**config.mk**
```make
export PLATFORM = sky130hd
export DESIGN_NAME = lab_datapath_flat
export DESIGN_NICKNAME = d
export VERILOG_FILES = /design/src/rtl/lab_datapath_if.sv /design/src/rtl/lab_datapath.sv /design/src/flat_wrapper.sv
export SDC_FILE = /design/constraint.sdc
export NUM_CORES = 1
export LEC_CHECK = 0
export ABC_AREA = 1
export BUFFER_PORTS_ARGS = -buffer_cell sky130_fd_sc_hd__buf_2
export CAP_MARGIN = 30
export CELL_PAD_IN_SITES_DETAIL_PLACEMENT = 1
export CELL_PAD_IN_SITES_GLOBAL_PLACEMENT = 2
export CORE_MARGIN = 5
export CORE_UTILIZATION = 34
export CTS_CLUSTER_DIAMETER = 200
export DETAILED_ROUTE_END_ITERATION = 8
export PLACE_DENSITY_LB_ADDON = 0.05
export SLEW_MARGIN = 25
export SYNTH_ARGS = -nofsm -noshare
export SYNTH_HDL_FRONTEND = slang
export SYNTH_SLANG_ARGS = --single-unit
```
**constraint.sdc**
```tcl
create_clock -name clk -period 3.46 [get_ports clk]
set_input_delay 1.038 -clock clk [delete_from_list [all_inputs] [get_ports clk]]
set_output_delay 1.038 -clock clk [all_outputs]
set_load 0.005 [all_outputs]
```
**src/rtl/lab_datapath_if.sv**
```systemverilog
// Control/data bundle between fsm_controller and lab_datapath.
// The controller side uses the master modport; the datapath uses the slave modport.
interface lab_datapath_if #(
    parameter int unsigned WIDTH = 16
);
    logic [2:0]       readnum;
    logic [2:0]       writenum;
    logic             write;
    logic             loada;
    logic             loadb;
    logic             loadc;
    logic             loads;
    logic             asel;
    logic             bsel;
    logic [1:0]       vsel;
    logic [1:0]       shift;
    logic [1:0]       ALUop;
    logic [WIDTH-1:0] sximm8;
    logic [WIDTH-1:0] sximm5;
    logic [WIDTH-1:0] mdata;
    logic [7:0]       pc;
    logic [WIDTH-1:0] datapath_out;
    logic [2:0]       Z_out;

    modport master (
        output readnum, writenum, write, loada, loadb, loadc, loads, asel, bsel,
        output vsel, shift, ALUop, sximm8, sximm5, mdata, pc,
        input  datapath_out, Z_out
    );

    modport slave (
        input  readnum, writenum, write, loada, loadb, loadc, loads, asel, bsel,
        input  vsel, shift, ALUop, sximm8, sximm5, mdata, pc,
        output datapath_out, Z_out
    );
endinterface

```
**src/rtl/lab_datapath.sv**
```systemverilog
// Register file, A/B operands, shifter, 4-op ALU, C result and {V,N,Z} status.
// Optional macro LAB_DATAPATH_BYPASS_EN forwards same-edge write data to the read port.
module lab_datapath #(
    parameter int unsigned WIDTH = 16
) (
    input  logic           clk,
    input  logic           reset,
    lab_datapath_if.slave  bus
);
    localparam int unsigned Msb = WIDTH - 1;

    logic [WIDTH-1:0] r_rf [8];
    logic [WIDTH-1:0] r_a;
    logic [WIDTH-1:0] r_b;
    logic [WIDTH-1:0] r_c;
    logic [2:0]       r_status;

    logic [WIDTH-1:0] w_wdata;
    logic [WIDTH-1:0] w_rdata;
    logic [WIDTH-1:0] w_shift;
    logic [WIDTH-1:0] w_ain;
    logic [WIDTH-1:0] w_bin;
    logic [WIDTH-1:0] w_alu;
    logic             w_v;
    logic             w_bypass;
    logic [2:0]       w_flags;

    always_comb begin
        w_wdata = r_c;
        unique case (bus.vsel)
            2'b00: w_wdata = r_c;
            2'b01: w_wdata = {{(WIDTH-8){1'b0}}, bus.pc};
            2'b10: w_wdata = bus.sximm8;
            2'b11: w_wdata = bus.mdata;
            default: w_wdata = r_c;
        endcase
    end

`ifdef LAB_DATAPATH_BYPASS_EN
    assign w_bypass = bus.write && (bus.writenum == bus.readnum) && (bus.loada || bus.loadb);
`else
    assign w_bypass = 1'b0;
`endif

    assign w_rdata = w_bypass ? w_wdata : r_rf[bus.readnum];

    always_comb begin
        w_shift = r_b;
        unique case (bus.shift)
            2'b00: w_shift = r_b;
            2'b01: w_shift = {r_b[Msb-1:0], 1'b0};
            2'b10: w_shift = {1'b0, r_b[Msb:1]};
            2'b11: w_shift = {r_b[Msb], r_b[Msb:1]};
            default: w_shift = r_b;
        endcase
    end

    assign w_ain = bus.asel ? '0 : r_a;
    assign w_bin = bus.bsel ? bus.sximm5 : w_shift;

    // Overflow: operands' effective signs agree but the result sign differs.
    always_comb begin
        w_alu = '0;
        w_v   = 1'b0;
        unique case (bus.ALUop)
            2'b00: begin
                w_alu = w_ain + w_bin;
                w_v   = (w_ain[Msb] == w_bin[Msb]) && (w_alu[Msb] != w_ain[Msb]);
            end
            2'b01: begin
                w_alu = w_ain - w_bin;
                w_v   = (w_ain[Msb] != w_bin[Msb]) && (w_alu[Msb] != w_ain[Msb]);
            end
            2'b10: w_alu = w_ain & w_bin;
            2'b11: w_alu = ~w_bin;
            default: w_alu = '0;
        endcase
    end

    assign w_flags = {w_v, w_alu[Msb], (w_alu == '0)};

    always_ff @(posedge clk or negedge reset) begin
        if (!reset) begin
            for (int i = 0; i < 8; i++) begin
                r_rf[i] <= '0;
            end
            r_a      <= '0;
            r_b      <= '0;
            r_c      <= '0;
            r_status <= '0;
        end else begin
            if (bus.write) r_rf[bus.writenum] <= w_wdata;
            if (bus.loada) r_a <= w_rdata;
            if (bus.loadb) r_b <= w_rdata;
            if (bus.loadc) r_c <= w_alu;
            if (bus.loads) r_status <= w_flags;
        end
    end

    assign bus.datapath_out = r_c;
    assign bus.Z_out        = r_status;
endmodule
```
**src/flat_wrapper.sv**
```systemverilog
// flat-port wrapper written by rule: the top's interface ports become plain ports
module lab_datapath_flat 
#(
    parameter int unsigned WIDTH = 16
)
  (clk, reset, bus_readnum, bus_writenum, bus_write, bus_loada, bus_loadb, bus_loadc, bus_loads, bus_asel, bus_bsel, bus_vsel, bus_shift, bus_ALUop, bus_sximm8, bus_sximm5, bus_mdata, bus_pc, bus_datapath_out, bus_Z_out);
  lab_datapath_if #(.WIDTH(WIDTH)) bus_i ();
  input  logic clk;
  input  logic reset;
  input wire logic [$bits(bus_i.readnum)-1:0] bus_readnum;
  input wire logic [$bits(bus_i.writenum)-1:0] bus_writenum;
  input wire logic [$bits(bus_i.write)-1:0] bus_write;
  input wire logic [$bits(bus_i.loada)-1:0] bus_loada;
  input wire logic [$bits(bus_i.loadb)-1:0] bus_loadb;
  input wire logic [$bits(bus_i.loadc)-1:0] bus_loadc;
  input wire logic [$bits(bus_i.loads)-1:0] bus_loads;
  input wire logic [$bits(bus_i.asel)-1:0] bus_asel;
  input wire logic [$bits(bus_i.bsel)-1:0] bus_bsel;
  input wire logic [$bits(bus_i.vsel)-1:0] bus_vsel;
  input wire logic [$bits(bus_i.shift)-1:0] bus_shift;
  input wire logic [$bits(bus_i.ALUop)-1:0] bus_ALUop;
  input wire logic [$bits(bus_i.sximm8)-1:0] bus_sximm8;
  input wire logic [$bits(bus_i.sximm5)-1:0] bus_sximm5;
  input wire logic [$bits(bus_i.mdata)-1:0] bus_mdata;
  input wire logic [$bits(bus_i.pc)-1:0] bus_pc;
  output wire logic [$bits(bus_i.datapath_out)-1:0] bus_datapath_out;
  output wire logic [$bits(bus_i.Z_out)-1:0] bus_Z_out;
  assign bus_i.readnum = bus_readnum;
  assign bus_i.writenum = bus_writenum;
  assign bus_i.write = bus_write;
  assign bus_i.loada = bus_loada;
  assign bus_i.loadb = bus_loadb;
  assign bus_i.loadc = bus_loadc;
  assign bus_i.loads = bus_loads;
  assign bus_i.asel = bus_asel;
  assign bus_i.bsel = bus_bsel;
  assign bus_i.vsel = bus_vsel;
  assign bus_i.shift = bus_shift;
  assign bus_i.ALUop = bus_ALUop;
  assign bus_i.sximm8 = bus_sximm8;
  assign bus_i.sximm5 = bus_sximm5;
  assign bus_i.mdata = bus_mdata;
  assign bus_i.pc = bus_pc;
  assign bus_datapath_out = bus_i.datapath_out;
  assign bus_Z_out = bus_i.Z_out;
  lab_datapath #(.WIDTH(WIDTH)) u_core (.clk(clk), .reset(reset), .bus(bus_i));
endmodule
```
==> results by group <==
Run status
  • Status: finished clean

STA
  • Slew headroom: 39.9%
  • Final Max Slew Viols: 0
  • Final Hold Fails: 0
  • RSZ-0062 raised after global routing: false
  • Min Tclk post-route: 3250 ps
  • Final setup violation count: 0
  • Worst slew pin tran: 901 ps
  • Worst clock skew: 13.6 ps
  • FMAX: 308 MHz
  • Final WS setup: 214 ps
  • Tcrit/Tclk final: 93.8%

Power and ir drop
  • Sw frac: 33.1%
  • Clock share of power: 31.5%
  • PD cells: 509 nW/µm²
  • Sequential Power Share: 39.0%
  • Internal: 4.66 mW
  • Comb pwr share: 29.5%
  • Peak supply drop: 0.252 mV
  • NetSw: 2.31 mW
  • Leak Pwr: 7.03 nW

Detailed routing
  • Final antenna-violating net count: 0
  • DR pass1 iterations: 5
  • Starting DRT DRC Count: 560
  • Via density: 5.01
  • DRT Wirelength: 40600 µm
  • Drt wl/cell: 18.7 µm
  • Via count: 10900
  • Drt drc: 0

CTS
  • Worst-case clock buffer depth: 2
  • Clock Latency Late Sink: 440 ps
  • H-tree levels: 4
  • CTS tree: yes
  • Clk slew on worst S/H paths: 70 ps
  • Root Buffer: clkbuf_16
  • Clock Sinks: 179
  • Hold_buf cts: 0
  • CTS Buf Count: 17

Critical path
  • R2r setup slk: 710 ps
  • Worst R2R Path Depth: 17
  • Kind of critical path: input pin to flop
  • Worst reg2reg startpoint: u_core.r_b[1]
  • WP data arrival: 3620 ps
  • CP Data Required Time: 3840 ps
  • Reg-to-reg endpoint: u_core.bus.Z_out[0]
  • CP startpoint: bus_shift[1]
  • Capture point of the critical path: u_core.bus.Z_out[0]
  • Worst Setup Start Kind: input pin
  • Critical Path End Type: flop
  • Max Fanout on Critical Path: 7

GRT
  • Total GRT Usage: 22.9%
  • First-pass GRT wire length: 64300 µm
  • Vias in the first global route: 11500
  • Largest net degree at the start of global routing: 89
  • Initial antenna violation count: 1
  • Grt ovf: 0

Final layout
  • Layout area overhead: 25.7%
  • Most frequent cells in the layout: 510 x nand2_1, 209 x o21ai_0, 179 x dfrtp_1
  • Ant. Diodes: 0
  • Layout cells sized above 1: 19.3%
  • Fin nets: 1871
  • Final core area utilization: 43.3%
  • Leading cell type in the layout, fill and taps excluded: nand2_1
  • Filler instances: 4025

Synthesis
  • Netlist cell types: 39
  • Syn. warnings: 0
  • Seq/Total Area, Yosys: 41.1%
  • Average size of a mapped cell: 7.01 µm²
  • Gate Count Post-Synth: 1556
  • Syn Nets: 1667
  • Mapped Area: 10900 µm²
  • Flops & latches, synth: 179

Floorplanning
  • # rows: 65
  • Die Y: 189 µm
  • # IOs: 96
  • Die width: 189 µm
  • Die footprint: 35700 µm²
  • Total core area: 31600 µm²
  • Starting Density: 34.5%

Place
  • HPWL after detailed placement: 31600 µm
  • IO buf count: 95
  • GPL Wtd Cong: 0.835
  • Dpl ws: -730 ps

Min path
  • Hold Path Class: flop to flop

Job
  • Max Cap Violations: 0
## flip-flops by register name (all words and copies together), names as in the netlist
name                     flops
u_core.bus.datapath_out     16
u_core.r_rf                128
u_core.r_b                  16
u_core.r_a                  16
u_core.bus.Z_out             3
## layout make-up
type / count / area (µm²) / area share (%)
multi-input cells: 1140 / 5650 / 41.3
flip-flops and latches: 179 / 4480 / 32.7
repair buffers: 258 / 1780 / 13.0
inverters: 164 / 616 / 4.49
well taps: 402 / 503 / 3.67
clock buffers: 19 / 453 / 3.31
clock inverters: 13 / 218 / 1.59
## cell families after synthesis
family,share of synthesized area [%]
flops,41.1
xor+xnor,0.241
compound gates,17.0
simple gates,28.3
fa+ha+maj,4.04
mux,0.734
buf+inv,8.63
## how the worst min path moves through the flow
stage | end | cells past startpoint | slack [ps] | from
5_1_grt | u_core.r_rf[94] | 2 | 510 | u_core.r_rf[94]
3_3_place_gp | u_core.r_rf[124] | 2 | 460 | u_core.r_rf[124]
4_1_cts | u_core.r_rf[58] | 2 | 480 | u_core.r_rf[58]
2_1_floorplan | u_core.r_rf[56] | 2 | 440 | u_core.r_rf[56]
6_report | u_core.r_rf[127] | 2 | 470 | u_core.r_rf[127]
3_5_place_dp | u_core.r_rf[58] | 2 | 460 | u_core.r_rf[58]
## critical path, cell delays in order
cell and delay, ps:
buf_2 140, buf_4 170, inv_2 70, nand2_2 100
o211ai_1 320, nand2_1 170, ha_4 370, inv_1 70
nand2_1 70, nand2_1 100, a21oi_1 170, nand3_1 100
nand3_1 90, nand3_1 100, nor2_1 160, nand3_2 140
nor2_1 110, nand3_1 70, nand2_1 60
## power by group through the flow
stage	registers (mW)	logic, mW	clock network [mW]
after global placement	2.74	1.97	0
after floorplan	2.68	1.12	0
after detailed placement	2.75	2.01	0
final	2.72	2.06	2.20
after global routing	2.77	2.32	2.33
after CTS	2.72	2.03	2.25
## layer usage
| layer | wire length [µm] | track usage [%] | vias up | share of wire [%] |
|---|---|---|---|---|
| li1 | - | - | 5448 | - |
| met1 | 18500 | 29.4 | 5284 | 46 |
| met2 | 20300 | 40.7 | 130 | 50 |
| met3 | 839 | 2.75 | 44 | 2.1 |
| met4 | 976 | 6.67 | 0 | 2.4 |
| met5 | 0 | 0 | - | 0 |
## synthesized netlist by cell type, drive strengths merged
master	count	area (µm²)
ha	32	400
xnor2	1	8.76
dfrtp	179	4480
o21bai	5	37.5
a22o	8	70.1
clkinv	1	3.75
o211ai	14	110
nand2	516	1940
nand4	14	87.6
a41oi	1	8.76
nor3	2	10.0
or2	2	12.5
nor2	128	503
a31oi	1	12.5
a21oi	56	280
a221oi	8	70.1
buf	24	141
and2	1	6.26
inv	163	612
xor2	2	17.5
a21o	1	7.51
o32ai	8	70.1
a22oi	1	7.51
o21ai	213	1070
clkbuf	49	184
nand3b	2	15.0
mux2i	8	80.1
nand3	99	495
o221ai	13	114
and3	2	12.5
fa	2	40.0
## what timing repair did
action / CTS / global route
pin swaps: 0 / 5
buffers inserted: 0 / 1
setup endpoints to repair: 3 / 11
gates resized for setup: 4 / 40
## through the flow
stage / instance area, µm² / total power, mW / hold WS, ps / instances / setup TNS, ps
2_1_floorplan: 10900 / 3.80 / 444 / 1556 / 0
3_3_place_gp: 12800 / 4.71 / 456 / 2141 / -3550
3_5_place_dp: 12800 / 4.76 / 464 / 2141 / -4300
4_1_cts: 13500 / 6.99 / 481 / 2173 / 0
5_1_grt: 13700 / 7.43 / 507 / 2175 / 0
6_report: 13700 / 6.97 / 474 / 2175 / 0
(Power assumes the default switching activity.)
